## config.mk

```make
export PLATFORM = sky130hd
export DESIGN_NAME = uart_tx_arb
export DESIGN_NICKNAME = d
export VERILOG_FILES = /design/src/rtl/uart_tx_arb.sv
export SDC_FILE = /design/constraint.sdc
export NUM_CORES = 1
export LEC_CHECK = 0
export BUFFER_PORTS_ARGS = -buffer_cell sky130_fd_sc_hd__buf_2
export CORE_ASPECT_RATIO = 1.2
export CORE_MARGIN = 8
export CORE_UTILIZATION = 50
export CTS_BUF_LIST = sky130_fd_sc_hd__clkbuf_8
export CTS_CLUSTER_SIZE = 28
export DETAILED_ROUTE_END_ITERATION = 7
export HOLD_SLACK_MARGIN = 0.02
export PLACE_DENSITY = 0.8
export SLEW_MARGIN = 10
export SYNTH_ARGS = -nofsm -noshare
export SYNTH_HDL_FRONTEND = slang
export SYNTH_SLANG_ARGS = --single-unit
```

## constraint.sdc

```tcl
create_clock -name clk_i -period 2 [get_ports clk_i]
set_input_delay 0.1 -clock clk_i [delete_from_list [all_inputs] [get_ports clk_i]]
set_output_delay 0.1 -clock clk_i [all_outputs]
set_load 0.005 [all_outputs]
```

## src/rtl/uart_tx_arb.sv

```systemverilog
// ---------------------------------------------------------------------------
// uart_tx_arb
//
// Round-robin scheduler that lets NUM_REQ byte producers share a single
// uart_if transmit channel. One byte is issued per UART frame: the winner's
// byte is placed on tx_data_o together with a 1-clk tx_irq_o pulse and a 1-clk
// ack_o pulse back to the winner. The block then follows tx_busy_i through the
// frame before arbitrating again. If tx_busy_i never rises within BUSY_TO
// cycles after the irq, err_o pulses and the block returns to idle.
//
// Ports:
//   clk_i        system clock
//   rst_ni       asynchronous active-low reset
//   req_i        per-requester level request, held with its byte until ack
//   data_i       byte of requester k on bits [8k+7:8k]
//   ack_o        1-clk pulse, byte of requester k has been issued
//   tx_irq_o     1-clk pulse to uart_if tx_irq_i
//   tx_data_o    byte to uart_if tx_data_i, stable for the whole frame
//   tx_busy_i    uart_if tx_busy_o
//   grant_idx_o  index of the last granted requester
//   active_o     high while a frame is being tracked (not idle)
//   err_o        1-clk pulse when tx_busy_i fails to rise in time
// ---------------------------------------------------------------------------
module uart_tx_arb #(
  parameter int NUM_REQ = 4,
  parameter int IDX_W   = 2,
  parameter int BUSY_TO = 15,
  parameter int TO_W    = 4
) (
  input  logic                 clk_i,
  input  logic                 rst_ni,
  input  logic [NUM_REQ-1:0]   req_i,
  input  logic [8*NUM_REQ-1:0] data_i,
  output logic [NUM_REQ-1:0]   ack_o,
  output logic                 tx_irq_o,
  output logic [7:0]           tx_data_o,
  input  logic                 tx_busy_i,
  output logic [IDX_W-1:0]     grant_idx_o,
  output logic                 active_o,
  output logic                 err_o
);

  typedef enum logic [1:0] {
    ST_IDLE      = 2'd0,
    ST_WAIT_BUSY = 2'd1,
    ST_WAIT_DONE = 2'd2
  } state_e;

  localparam logic [TO_W-1:0]  BUSY_TO_C = TO_W'(BUSY_TO);
  // Pointer starts at the last requester so requester 0 is searched first.
  localparam logic [IDX_W-1:0] PTR_RST   = IDX_W'(NUM_REQ - 1);

  state_e               state_q;
  logic [IDX_W-1:0]     ptr_q;
  logic [TO_W-1:0]      cnt_q;
  logic [NUM_REQ-1:0]   ack_q;
  logic                 tx_irq_q;
  logic [7:0]           tx_data_q;
  logic [IDX_W-1:0]     grant_idx_q;
  logic                 active_q;
  logic                 err_q;

  logic [7:0]           req_byte [NUM_REQ];
  logic                 grant_vld_d;
  logic [IDX_W-1:0]     grant_idx_d;
  logic [IDX_W-1:0]     cand_idx;
  logic [NUM_REQ-1:0]   ack_d;
  logic [7:0]           tx_data_d;

  // Per-requester byte lanes and one-hot ack decode of the candidate winner.
  generate
    for (genvar gi = 0; gi < NUM_REQ; gi++) begin : g_lane
      assign req_byte[gi] = data_i[8*gi +: 8];
      assign ack_d[gi]    = (grant_idx_d == IDX_W'(gi));
    end
  endgenerate

  // Round-robin search starting at ptr+1. The loop walks the search order
  // backwards so the earliest set request in that order is written last and
  // therefore wins, without needing an early exit.
  always_comb begin
    grant_vld_d = 1'b0;
    grant_idx_d = '0;
    cand_idx    = '0;
    for (int k = NUM_REQ; k >= 1; k--) begin
      cand_idx = IDX_W'((int'(ptr_q) + k) % NUM_REQ);
      if (req_i[cand_idx]) begin
        grant_vld_d = 1'b1;
        grant_idx_d = cand_idx;
      end
    end
  end

  assign tx_data_d = req_byte[grant_idx_d];

  always_ff @(posedge clk_i or negedge rst_ni) begin
    if (!rst_ni) begin
      state_q     <= ST_IDLE;
      ptr_q       <= PTR_RST;
      cnt_q       <= '0;
      ack_q       <= '0;
      tx_irq_q    <= 1'b0;
      tx_data_q   <= 8'h00;
      grant_idx_q <= '0;
      active_q    <= 1'b0;
      err_q       <= 1'b0;
    end else begin
      // Pulse outputs default low; only the branches below raise them.
      ack_q    <= '0;
      tx_irq_q <= 1'b0;
      err_q    <= 1'b0;
      case (state_q)
        ST_IDLE: begin
          // A busy channel in idle belongs to someone else (or a stale
          // frame); hold all requests until it clears.
          if (grant_vld_d && !tx_busy_i) begin
            tx_data_q   <= tx_data_d;
            grant_idx_q <= grant_idx_d;
            ptr_q       <= grant_idx_d;
            tx_irq_q    <= 1'b1;
            ack_q       <= ack_d;
            cnt_q       <= '0;
            active_q    <= 1'b1;
            state_q     <= ST_WAIT_BUSY;
          end
        end
        ST_WAIT_BUSY: begin
          // Busy rising takes priority over the timeout on the same edge.
          if (tx_busy_i) begin
            state_q <= ST_WAIT_DONE;
          end else if (cnt_q == BUSY_TO_C) begin
            err_q    <= 1'b1;
            active_q <= 1'b0;
            state_q  <= ST_IDLE;
          end else begin
            cnt_q <= cnt_q + TO_W'(1);
          end
        end
        ST_WAIT_DONE: begin
          if (!tx_busy_i) begin
            active_q <= 1'b0;
            state_q  <= ST_IDLE;
          end
        end
        default: begin
          active_q <= 1'b0;
          state_q  <= ST_IDLE;
        end
      endcase
    end
  end

  assign ack_o       = ack_q;
  assign tx_irq_o    = tx_irq_q;
  assign tx_data_o   = tx_data_q;
  assign grant_idx_o = grant_idx_q;
  assign active_o    = active_q;
  assign err_o       = err_q;

endmodule

```

==> results of run 1 <==
## layout make-up
class                           count  area (um^2)  area share
Sequential cell                    25        628.1      0.3601
Timing Repair Buffer               61        322.8      0.1851
Inverter                            2        7.507    0.004304
Tap cell                           34        42.54     0.02439
Clock inverter                      1        3.754    0.002152
Clock buffer                        3        41.29     0.02367
Multi-Input combinational cell     99        698.2      0.4003
## Yosys cell counts (2+ instances only)
cell / n
mux2_2: 9
dfrtp_1: 23
mux2i_1: 9
buf_4: 3
xor2_1: 3
nand2b_1: 4
nand3_1: 17
nor2b_1: 4
dfstp_2: 2
nor2_1: 13
o211ai_2: 8
nand2_1: 17
buf_6: 3
## registers in the layout, summed over array words and instances, names as in the netlist
name         flops
ptr_q            2
active_o         1
err_o            1
tx_data_o        8
ack_o            4
state_q          2
cnt_q            4
grant_idx_o      2
tx_irq_o         1
## critical path: stages, from the launching register on
cell and delay [ns]:
dfstp_2 0.60, nand3b_1 0.14, a31oi_4 0.46, nand2b_1 0.19, buf_4 0.17, o211ai_2 0.10
## per-layer routing
metal	track usage	vias up	wire [um]
li1	-	583	-
met1	0.1539	571	1439
met2	0.2793	56	1623
met3	0.05488	2	289
met4	0.03883	0	12
met5	0	-	0
## worst paths after layout
kind,startpoint,end,slack (ns),cells after the start
setup / recovery,ptr_q[1]$_DFFE_PN1P_,tx_data_o[7]$_DFFE_PN0P_,0.22,5
hold / removal,tx_busy_i,state_q[1]$_DFFE_PN0P_,0.11,2
setup reg to reg,ptr_q[1]$_DFFE_PN1P_,tx_data_o[7]$_DFFE_PN0P_,0.22,5
hold reg to reg,active_o$_DFFE_PN0P_,active_o$_DFFE_PN0P_,0.48,2
max in group asynchronous,rst_ni,cnt_q[3]$_DFFE_PN0P_,1.28,2
min in group asynchronous,rst_ni,err_o$_DFF_PN0_,0.35,2
## logic make-up after synthesis
family / Yosys count / share of synthesized area
AO/OA/AOI/OAI: 14 / 0.1135
adder cells (fa/ha/maj): 1 / 0.009008
AND/OR/NAND/NOR: 63 / 0.2189
multiplexers: 18 / 0.1378
flip-flops: 25 / 0.4523
XOR/XNOR: 3 / 0.01892
buffers and inverters: 9 / 0.04954
## power by group through the flow
stage	logic [uW]	registers, uW	clock network, uW
2_1_floorplan	720	840	0
3_3_place_gp	970	837	0
3_5_place_dp	1020	853	0
4_1_cts	1020	846	295
5_1_grt	1120	873	311
6_report	1000	845	294
## per-stage QoR
step / setup WS [ns] / total power, uW / std cells
3_3_place_gp: 0.3160 / 1808 / 220
2_1_floorplan: 0.3395 / 1560 / 133
3_5_place_dp: 0.2500 / 1868 / 220
4_1_cts: 0.2292 / 2161 / 225
6_report: 0.2191 / 2144 / 225
5_1_grt: 0.1058 / 2305 / 225
## repair_timing
action	CTS	global route
hold endpoints to repair	23	0
hold buffers	1	0
endpoints found under the setup margin	0	0
==> results.ini, run 1 <==
[run_status]
status=complete, no violations

[worst_hold_path]
hold_path_class=in -> reg

[pwr]
p_seq_frac=0.394
pwr-share-clk=0.137
p_switching_uw=819.5
switching_share=0.3822
leakagePower_uw=0.0008838
power_density_nw_per_um2=1229
p_int_uw=1325
comb_power_share=0.468
irDropWorstVdd_mv=0.6301

[cells_and_area]
drive_gt1_frac=0.4555
antennaDiodeCount=0
area_growth_pct=25.59
nets=232
stdcell_area_um2=1744
n_fill_cell=232
final_cell_mix=buf_2 (55), dfrtp_1 (23), nand2_1 (17), nand3_1 (17), nor2_1 (13)
final_common_cell=buf_2
final_core_util=0.6445

[worst_setup_path]
end_kind=register
start_kind=register
cp_max_fo=18
crit_type=reg -> reg
cp_data_required_time_ns=2.14
worstPathArrival_ns=1.92

[global_route]
track_usage=0.1499
overflow=0
grt_pass1_vias=1385
grt_antenna_before_repair=0
grt_pass1_wl_mm=5.823
grt_max_degree=26

[sta]
setup-tns-final_ns=0
setup_viol=0
skew_ns=0.01081
hold_violations=0
min_period_over_period=0.8905
grt_setup_unrepaired=false
period_minus_slack_ns=1.781
clock.fmax_mhz=561.5
drv_slew=0
tightest_slew_ns=0.5508
slew_headroom=0.6328
whs_ns=0.1068

[clocking]
htreeDepth=1
cts_root_buf=clkbuf_8
cts_resized=0
postCtsSetupRepairBufs=0
numCtsBuffers=3
clock_path_buffers=2
cts_tree=built
cts.clk_slew.worst_paths_ns=0.09
cts_sinks=25
clk_latency_ns=0.27

[detailed_routing]
drt_wl_total_mm=3.365
vias_per_cell=5.387
drcViolationCount=0
dr.pass1.iters=4
ant_nets=0
wire_per_inst_um=14.96
drtIter0Drc=29
num_vias=1212

[synthesis]
syn_avg_cell_area_um2=10.44
synth_nets=173
ys_types=31
yosysWarnings=0
ys.flop_type=dfrtp_1
synth_area_leaders=dfrtp_1 (41%), mux2_2 (7.3%), o211ai_2 (7.2%)
synth_top_cell_by_area=dfrtp_1
postSynthCellCount=133
syn_area_um2=1389
synth_edf_count=0
yosysTopAreaCellShare=0.4144
ys_ff_latch=25
yosysSeqAreaShare=0.4523
ys_async_sr_fraction=1.000

[placed_design]
place_hpwl_mm=2.639
port_buffers=55
place_congestion=0.8120
placed_cell_area_um2=1689

[die]
initial_utilization=0.5132
dieHeight_um=73.74
coreArea_um2=2706
die-area_um2=4727
die_x_um=64.11
num_rows=21
num_io_pins=56

[run]
drv_cap=0

Power figures use the tool's default switching activity.
==> run 2, diff against run 1 <==
--- a/config.mk
+++ b/config.mk
@@ -8,12 +8,12 @@
 export BUFFER_PORTS_ARGS = -buffer_cell sky130_fd_sc_hd__buf_2
 export CORE_ASPECT_RATIO = 1.2
 export CORE_MARGIN = 8
-export CORE_UTILIZATION = 50
+export CORE_UTILIZATION = 45
 export CTS_BUF_LIST = sky130_fd_sc_hd__clkbuf_8
 export CTS_CLUSTER_SIZE = 28
 export DETAILED_ROUTE_END_ITERATION = 7
 export HOLD_SLACK_MARGIN = 0.02
-export PLACE_DENSITY = 0.8
+export PLACE_DENSITY = 0.76
 export SLEW_MARGIN = 10
 export SYNTH_ARGS = -nofsm -noshare
 export SYNTH_HDL_FRONTEND = slang
==> constraint.sdc (replaced) <==
create_clock -name clk_i -period 1.63 [get_ports clk_i]
set_input_delay 0.0815 -clock clk_i [delete_from_list [all_inputs] [get_ports clk_i]]
set_output_delay 0.0815 -clock clk_i [all_outputs]
set_load 0.005 [all_outputs]
==> run 2 against run 1 <==
Register-to-register slack lost 0.32 ns. Wire length rose by 12%. Die area rose by 8.5%. Largest power group unchanged. Clock power grew 31%. Non-clock buffer count up 7. Clock skew shrank 0.0019 ns. Critical path type unchanged. Fmax is 2.7% higher. The flow now finishes with violations (setup timing). Sequential share of layout area down 3.4 points. Total power rose by 41%. Sequential cell count stayed put.
==> results.ini, run 2 (same netlist as run 1, synthesis figures left out) <==
[run_status]
status=finished, violations left
violations=setup timing

[sta]
skew_ns=0.008954  ; -0.001852 ns
slew_headroom=0.6337  ; +0.0008650
setup_viol=11  ; +11
clock.fmax_mhz=576.4  ; +2.7%
min_period_over_period=1.064  ; +0.1739
grt_setup_unrepaired=true
setup-tns-final_ns=-0.8455  ; -0.8455 ns
hold_violations=0  ; unchanged
finalWorstSetupSlack_ns=-0.1049  ; -0.3240 ns
period_minus_slack_ns=1.735  ; -0.04600 ns
tightest_slew_ns=0.5495  ; -0.001299 ns
drv_slew=0  ; unchanged

[detailed_routing]
routed-wl-met3_um=235  ; -19%
ant_nets=0  ; unchanged
vias_per_cell=5.380  ; -0.12%
dr.pass1.iters=4  ; unchanged
drcViolationCount=0  ; unchanged
num_vias=1259  ; +3.9%
wl_met2_mm=1.904  ; +17%
drt_wl_total_mm=3.770  ; +12%
drtIter0Drc=36  ; +24%
wire_per_inst_um=16.11  ; +7.7%
met1_length_mm=1.569  ; +9.0%
top_layer_used=met4

[cells_and_area]
final_common_cell=buf_2
antennaDiodeCount=0  ; unchanged
stdcell_area_um2=1928  ; +11%
final_cell_mix=buf_2 (55), dfrtp_1 (23), nand2_1 (17), nand3_1 (17), nor2_1 (13)
largest_reg_flops=8  ; unchanged
final_core_util=0.6426  ; -0.001856
nets=239  ; +3.0%
area_growth_pct=38.83
drive_gt1_frac=0.5101  ; +0.05460
n_fill_cell=244  ; +5.2%
final_cells=234  ; +4.0%

[die]
num_rows=22  ; +4.8%
die-area_um2=5127  ; +8.5%
initial_utilization=0.4629  ; -0.05029
dieHeight_um=76.86  ; +4.2%
die_x_um=66.72  ; +4.1%
num_io_pins=56  ; unchanged
coreArea_um2=3000  ; +11%

[worst_setup_path]
crit_slowest_cell=dfstp_2
worstPathArrival_ns=1.93  ; about the same
critPathBufInv=2  ; +1
cp_data_required_time_ns=1.83  ; -0.31 ns
cp_max_fo=7  ; -11
path_cells=nand2b_4 -> a21oi_2 -> o221ai_2 -> buf_6 -> buf_12 -> mux2_2 -> o211ai_2
critPathTopFamily=flip-flops
crit_type=reg -> reg
rr_startpoint=ptr_q[1]$_DFFE_PN1P_
timing.rr.end=tx_data_o[0]$_DFFE_PN0P_
start_kind=register
ff2ff_path_depth=7  ; +2
critPathMaxStageDelay_ns=0.60  ; about the same
end_kind=register
r2r_slack_ns=-0.10  ; -0.32 ns

[clocking]
cts_tree=built
clock_path_buffers=2  ; unchanged
cts_root_buf=clkbuf_8
clk_latency_ns=0.28  ; about the same
cts.clk_slew.worst_paths_ns=0.10  ; about the same
numCtsBuffers=3  ; unchanged
htreeDepth=1  ; unchanged
cts_sinks=25  ; unchanged

[global_route]
grt_pass1_vias=1357  ; -2.0%
grt_pass1_wl_mm=5.768  ; -0.94%
overflow=0  ; unchanged
grt_max_degree=26  ; unchanged
grt_antenna_before_repair=0  ; unchanged
track_usage=0.1354  ; -0.01449

[placed_design]
port_buffers=55  ; unchanged
place_hpwl_mm=2.668  ; +1.1%
place_worst_setup_slack_ns=-0.02844  ; -0.2785 ns
place_congestion=0.7247  ; -11%
placed_cell_area_um2=1752  ; +3.7%
dp_cells=225  ; +2.3%

[worst_hold_path]
hold_end=state_q[1]$_DFFE_PN0P_
hold_path_depth=2  ; unchanged
worstHoldStart=tx_busy_i
hold_path_class=in -> reg

[pwr]
irDropWorstVdd_mv=0.9307  ; +48%
leakagePower_uw=0.0009702  ; +9.8%
power_density_nw_per_um2=1565  ; +27%

[run]
drv_cap=0  ; unchanged

[run 2: cell count changes in the layout (fill, tap and decap cells not counted), moves of 2 or more]
cell	change
buf_6	+2
mux2_4	+5
clkbuf_16	+2
buf_12	+3
mux2_2	-5
mux2i_1	-4
mux2i_2	+4
[run 2: how the worst max path moves through the flow]
stage,startpoint,cells past startpoint,end
CTS,ptr_q[1]$_DFFE_PN1P_,6,tx_data_o[0]$_DFFE_PN0P_
floorplan,ptr_q[1]$_DFFE_PN1P_,6,tx_data_o[1]$_DFFE_PN0P_
global placement,ptr_q[1]$_DFFE_PN1P_,6,tx_data_o[3]$_DFFE_PN0P_
finish,ptr_q[1]$_DFFE_PN1P_,7,tx_data_o[0]$_DFFE_PN0P_
global route,ptr_q[1]$_DFFE_PN1P_,7,tx_data_o[0]$_DFFE_PN0P_
detailed placement,ptr_q[1]$_DFFE_PN1P_,6,tx_data_o[2]$_DFFE_PN0P_
[run 2: stage by stage]
stage / hold WS (ns) / total power, uW
6_report: 0.08349 / 3018
5_1_grt: 0.09743 / 3208
4_1_cts: 0.08517 / 2806
3_5_place_dp: 0.1119 / 2423
3_3_place_gp: 0.09696 / 2355
2_1_floorplan: -0.2141 / 1922
[run 2: what timing repair did]
item,4_1_cts,5_1_grt
hold endpoints to repair,23,0
setup endpoints to repair,8,10
setup buffers,0,2
cloned,0,2
pin swaps,0,2
hold buffers,1,0
gates resized for setup,0,13
[run 2: metal layers]
layer  vias to the layer above  global-route usage
li1                        594                   -
met1                       604              0.1559
met2                        52              0.2330
met3                         9             0.04070
met4                         0             0.03212
met5                         -                   0
[run 2: cell type report]
cell class                      count  area, um^2  area share
Tap cell                           36       45.04     0.02336
Timing Repair Buffer               68       455.4      0.2362
Sequential cell                    25       628.1      0.3258
Clock buffer                        3       41.29     0.02141
Multi-Input combinational cell     99       743.2      0.3855
Inverter                            2       7.507    0.003894
Clock inverter                      1       7.507    0.003894
[run 2: power by group]
part	switching, uW	internal (uW)	leakage, uW	total, uW
Sequential	163	869	0.000315	1030
Clock	212	174	0.0000217	385
Combinational	748	852	0.000633	1600
Total	1120	1890	0.000970	3020
